### src/rtl/up_down_wrap_monitor.sv
// up_down_wrap_monitor: checks each counter step, pulses on wraps/threshold, saturating wrap count, sticky fault.
// Optional WRAP_MON_DIRCHG_EN adds a saturating direction-change counter dir_chg_cnt.
module up_down_wrap_monitor #(
  parameter int N = 4,
  parameter int WCNT_W = 8,
  parameter logic [N-1:0] THRESH = N'(8)
) (
  input  logic              clk,
  input  logic              reset,
  input  logic              ctrl,
  input  logic [N-1:0]      q,
  input  logic              clr,
  output logic              wrap_up,
  output logic              wrap_dn,
  output logic              thr_hit,
  output logic              step_err,
  output logic              fault,
  output logic [WCNT_W-1:0] wrap_cnt
`ifdef WRAP_MON_DIRCHG_EN
  ,
  output logic [WCNT_W-1:0] dir_chg_cnt
`endif
);
  typedef enum logic [1:0] {S_INIT, S_TRACK, S_FAULT} state_t;
  state_t state;
  logic [N-1:0] q_d, exp_q;
  logic ctrl_d, trk, ok, wu, wd;
  always_comb begin
    exp_q = ctrl_d ? q_d - 1'b1 : q_d + 1'b1;
    trk = state == S_TRACK;
    ok = q == exp_q;
    wu = trk & ok & ~ctrl_d & (&q_d) & ~|q;
    wd = trk & ok & ctrl_d & ~|q_d & (&q);
  end
  assign fault = state == S_FAULT;
  always_ff @(posedge clk) begin
    if (reset || clr) begin
      state <= S_INIT;
      q_d <= '0;
      ctrl_d <= 1'b0;
      wrap_up <= 1'b0;
      wrap_dn <= 1'b0;
      thr_hit <= 1'b0;
      step_err <= 1'b0;
      wrap_cnt <= '0;
`ifdef WRAP_MON_DIRCHG_EN
      dir_chg_cnt <= '0;
`endif
    end else begin
      q_d <= q;
      ctrl_d <= ctrl;
      wrap_up <= wu;
      wrap_dn <= wd;
      thr_hit <= trk & ok & (q == THRESH);
      step_err <= trk & ~ok;
      if ((wu | wd) && !(&wrap_cnt)) wrap_cnt <= wrap_cnt + 1'b1;
`ifdef WRAP_MON_DIRCHG_EN
      if (trk && ctrl != ctrl_d && !(&dir_chg_cnt)) dir_chg_cnt <= dir_chg_cnt + 1'b1;
`endif
      state <= state == S_INIT ? S_TRACK : (trk & ~ok) ? S_FAULT : state;
    end
  end
endmodule
### config.mk
export PLATFORM = sky130hd
export DESIGN_NAME = up_down_wrap_monitor
export DESIGN_NICKNAME = d
export VERILOG_FILES = /design/src/rtl/up_down_wrap_monitor.sv
export SDC_FILE = /design/constraint.sdc
export NUM_CORES = 1
export LEC_CHECK = 0
export CORE_ASPECT_RATIO = 1.2
export CORE_UTILIZATION = 44
export DETAILED_ROUTE_END_ITERATION = 10
export PLACE_DENSITY = 0.81
export SLEW_MARGIN = 0
export SYNTH_ARGS = -nofsm -noshare
export SYNTH_HDL_FRONTEND = slang
export SYNTH_SLANG_ARGS = --single-unit
export TNS_END_PERCENT = 50
### constraint.sdc
create_clock -name clk -period 2.05 [get_ports clk]
set_input_delay 0.205 -clock clk [delete_from_list [all_inputs] [get_ports clk]]
set_output_delay 0.205 -clock clk [all_outputs]
set_load 0.05 [all_outputs]
* Word-level counts from Yosys, hierarchy flattened
Index checks and enable logic that the tools add are counted. W data, S select, Z words.
Operators by class: reduce and logical (&&, ||, !) cells 13, equality and inequality tests 4, muxes and demuxes 3, order comparisons 0, div/mod/pow operators 0, shift-type cells 0, $add $sub $neg 3, multiply operators 0, bitwise logic cells 12
Operator list (number):
- $and A1 B1 Y1 | 9
- $add A8 B1 Y8 const B | 1
- $reduce_and A4 Y1 | 2
- $reduce_and A8 Y1 | 1
- $reduce_or A4 Y1 | 2
- $add A4 B1 Y4 const B | 1
- $eq A4 B4 Y1 | 1
- $eq A4 B4 Y1 const B | 1
- $mux W4 | 1
- $sub A4 B1 Y4 const B | 1
- $logic_not A1 Y1 | 3
- $eq A2 B1 Y1 const B | 1
- $eq A2 B2 Y1 const B | 1
- $logic_not A2 Y1 | 1
- $mux W1 | 2
- $not A1 Y1 | 2
- $reduce_bool A2 Y1 | 1
- $reduce_or A2 Y1 | 1
- $logic_and A1 B1 Y1 | 1
- $logic_or A1 B1 Y1 | 1
- $or A1 B1 Y1 | 1
Word-level totals: register bits after elaboration 19, ROM bits 0, memory bits (writable) 0, input bits 8, memories kept 0, word-level logic and storage cells 44, bits in latches 0

* Longest topological paths before layout
word-level depth 9, gate-level depth with buffers 8

* Worst setup path before layout
Ideal clock, no wire load.
path kind flip-flop to flip-flop, from register q_d[0], to register wrap_cnt[4], data required time 1979 ps, setup slack -157 ps, path buffers 0, data arrival time 2136 ps, cell stages (with the launch flop) 9, cells stage by stage dfxtp_1 inv_1 fa_1 xor2_1 nand2_1 a2111oi_4 nand2_2 or3_1 a21oi_1
Between the ends: cells in the longest elaborated chain, start to end 9, elaborated cells between the ends (all ways) 16
Ends and longest elaborated chain:
- start, declared | RTL line 26 | logic [N-1:0] q_d, exp_q;
- start signal, assigned | RTL line 50 | q_d <= q;
- $add A4 B1 Y4 or $sub A4 B1 Y4 (tied branches) | RTL line 29 | exp_q = ctrl_d ? q_d - 1'b1 : q_d + 1'b1;
- $mux W4 | RTL line 29
- $eq A4 B4 Y1 | RTL line 31 | ok = q == exp_q;
- $and A1 B1 Y1 | RTL line 32, 33
- $and A1 B1 Y1 (on tied branches) (3 in a row) | RTL line 32, 33
- $or A1 B1 Y1 * | RTL line 56 | if ((wu | wd) && !(&wrap_cnt)) wrap_cnt <= wrap_cnt + 1'b1;
- $logic_and A1 B1 Y1 * | RTL line 56
- end signal, assigned | RTL line 56
- end, declared | RTL line 18 | output logic [WCNT_W-1:0] wrap_cnt
Every way passes the cells marked *; elsewhere a longest branch is shown, timed or not. A chain may end at the register's enable or synchronous reset.

* Worst setup path after layout
from register q_d[1], to register wrap_cnt[4]
Same word-level chain as after synthesis.

==> results.md <==
- Iteration-0 DRC Markers: 37
- Area grow syn2layout: 39.63%
- # diodes: 0
- Lkg Pwr: 0.0005167 µW
- Post-route setup TNS: -0.08500 ns
- Synth Net Count: 115
- Logic gate share of total power: 0.161
- Die area: 2343 µm²
- Post-CTS Setup Inserts: 0
- Tmin final: 2.094 ns
- GR Util met3: 0.02759
- First-pass iteration count of the detailed router: 4
- Met1 Use GR: 0.1945
- I/O Buffers: 20
- Layout cells sized above 1: 0.2263
- Delay-heaviest family, CP: compound AO/OA/AOI/OAI gates
- Synth unique cells: 29
- Worst Hold Class: primary input to register
- WP data arrival: 2.34 ns
- Final wirelength: 2077 µm
- Pint: 501.2 µW
- GR peak layer: met2
- Worst R2R Start: q_d[1]$_SDFF_PP0_
- Dpl cells: 163
- Pwr/cell area: 510.6 nW/µm²
- Max-slew violations: 0
- CTS tree: built
- Startpoint types: register
- Violated checks: negative setup slack
- Post-route ant nets: 0
- Synth Register Bits: 19
- Most frequent cell after synthesis: dfxtp_1
- Boundary Pins: 21
- Unrepaired setup endpoints after global routing: yes
- Grt met2 use: 0.3603
- Final setup vio count: 2
- Vias in the first global route: 843
- Register area: 384.1 µm²
- Critical path type: register to register
- Fmax achieved: 477.5 MHz
- Synth top area share: 0.4016
- Post-detail-place hpwl: 1646 µm
- Sequential Power Share: 0.563
- Via count: 866
- Ranking of synthesized cells by area: dfxtp_1, xor2_1, and2_1, nand3_1, ha_1
- First-pass GRT wire length: 3298 µm
- Cells after Synth: 103
- Register area share after synthesis: 0.4016
- Outcome: finished with violations
- Synthesized area: 947.2 µm²
- Nets@finish: 150
- Slowest cell on crit path: fa_2
- Final worst path period share: 1.022
- CTS clk-pin slew, worst paths: 0.10 ns
- Max VDD drop: 0.0003598 V
- Worst-Margin Slew: 0.4990 ns
- CORE AREA: 2049 µm²
- Worst Path Max Fanout: 3
- Max-cap violations: 0
- Top_reg_cell synth: dfxtp_1
- CP startpoint: q_d[1]$_SDFF_PP0_
- NetSw: 174.0 µW
- Post-route insts no fill: 167
- Setup WS post-layout: -0.04422 ns
- Setup crit end kind: register
- CTS sink count: 19
- Number of synthesized flops with an enable pin: 0
- Largest net degree at the start of global routing: 12
- Worst-case hold slack: 0.4604 ns
- Multi-input logic area: 579.3 µm²
- Clk network pwr share: 0.276
- Placer Congestion: 0.7867
- Final Hold Vio Count: 0
- Die Width: 44.36 µm
- Hold_buf cts: 0
- Post-DR vias/cell: 5.186
- # rows: 18
- Ys Warns: 0
- CP Cell Sequence: inv_2, fa_2, xor2_2, xnor2_2, a2111oi_4, nand2_2, or3_1, a21oi_1
- Post-Route Skew: 0.003909 ns
- Worst-case clock buffer depth: 2
- Yosys top cell by area: dfxtp_1
- CTS HTree Levels: 1
- Sw Ratio: 0.2578
- CTS buffer count: 3
- GRT Total Usage: 0.1880
- Worst-Skew Late Latency: 0.30 ns
- DRC Markers: 0
- WL per Instance: 12.44 µm
- Syn Area/Cell: 9.196 µm²
- Filler instances: 167
- Required time at the worst-slack endpoint: 2.29 ns
- Max_slew headroom: 0.6663
- Hold Path Origin: ctrl
- Root Driver: clkbuf_4
- Total gr overflow: 0
- Commonest cells post-synth: dfxtp_1, nor2_1, nand3_1
- Initial Utilization: 0.4621
- Initial antenna violation count: 0
- Die Ht: 52.83 µm
- Post-synth ARST share: 0
- Worst Path Buf+Inv: 1
- Max stage delay on crit path: 0.40 ns
sequential cells by signal (all words and copies together), names as in the netlist:
register and cells:
thr_hit 1, wrap_up 1, ctrl_d 1, state 2, q_d 4, wrap_cnt 8
step_err 1, wrap_dn 1
power by group through the flow:
stage / Clock [µW] / Sequential (µW) / Combinational [µW]
after floorplan: 0 / 391 / 54.7
final: 187 / 380 / 108
after global placement: 0 / 388 / 97.4
after detailed placement: 0 / 389 / 101
after CTS: 194 / 380 / 102
after global routing: 208 / 381 / 118
metal layers:
layer,up-vias,routed length [µm]
met4,0,46
met2,30,1163
li1,426,-
met1,403,797
met5,-,0
met3,7,70
final timing paths:
check	to	slack, ns	cells past startpoint
worst max-delay path	wrap_cnt[4]$_SDFFE_PP0P_	-0.04	8
worst min-delay path	ctrl_d$_SDFF_PP0_	0.46	2
worst min register to register	state[1]$_SDFFE_PP0P_	0.50	2
worst max register to register	wrap_cnt[4]$_SDFFE_PP0P_	-0.04	8
layout by cell type (no fill, tap or decap), types with 2 or more instances in the layout:
| master | n |
|---|---|
| dfxtp_2 | 3 |
| buf_4 | 11 |
| nand4_1 | 2 |
| xnor2_2 | 2 |
| nor3_1 | 6 |
| and4bb_1 | 2 |
| xor2_1 | 5 |
| nor2_1 | 10 |
| xnor2_1 | 2 |
| inv_2 | 2 |
| dfxtp_1 | 16 |
| nand2_1 | 7 |
| o21ai_1 | 2 |
| or3_1 | 2 |
| clkbuf_4 | 3 |
| a21oi_1 | 6 |
| ha_1 | 3 |
| clkdlybuf4s50_1 | 20 |
| and3_1 | 3 |
| nand3_1 | 6 |
| and2_1 | 7 |
| nand3_2 | 2 |
| and4b_1 | 2 |
final cells by class:
cell class / count / share of cell area
Multi-Input combinational cell: 80 / 0.4380
Sequential cell: 19 / 0.2904
Timing Repair Buffer: 31 / 0.2138
Tap cell: 30 / 0.02838
Clock buffer: 3 / 0.01703
Inverter: 3 / 0.008515
Clock inverter: 1 / 0.003784
what timing repair did:
action | CTS | global route
gates resized for setup | 0 | 4
pin swaps | 0 | 2
endpoints found under the setup margin | 2 | 9
hold endpoints to repair | 0 | 0
cell families (layout without fill, tap and decap cells):
group,count (synthesis),after routing,synth area share
mux,1,1,0.01057
fa+ha+maj,4,4,0.06077
flops,19,19,0.4016
simple gates,54,54,0.3237
buf+inv,4,38,0.01585
compound gates,11,11,0.08720
xor+xnor,10,10,0.1004
worst register-to-register path: stages, from the launching register on:
cell and delay (ns):
dfxtp_2 0.35, inv_2 0.04, fa_2 0.40, xor2_2 0.17
xnor2_2 0.18, a2111oi_4 0.35, nand2_2 0.09, or3_1 0.35
a21oi_1 0.11
through the flow:
| stage | cell area, µm² | utilization | setup WS [ns] | total power (µW) |
|---|---|---|---|---|
| floorplan | 953.4 | - | -0.02645 | 445.9 |
| global placement | 1270 | 0.6197 | -0.1036 | 485.5 |
| detailed placement | 1270 | 0.6197 | -0.1595 | 490.2 |
| CTS | 1297 | 0.6331 | -0.02892 | 676.0 |
| global route | 1323 | 0.6453 | -0.1517 | 707.6 |
| finish | 1323 | 0.6453 | -0.04422 | 675.2 |
(Power assumes the default switching activity.)
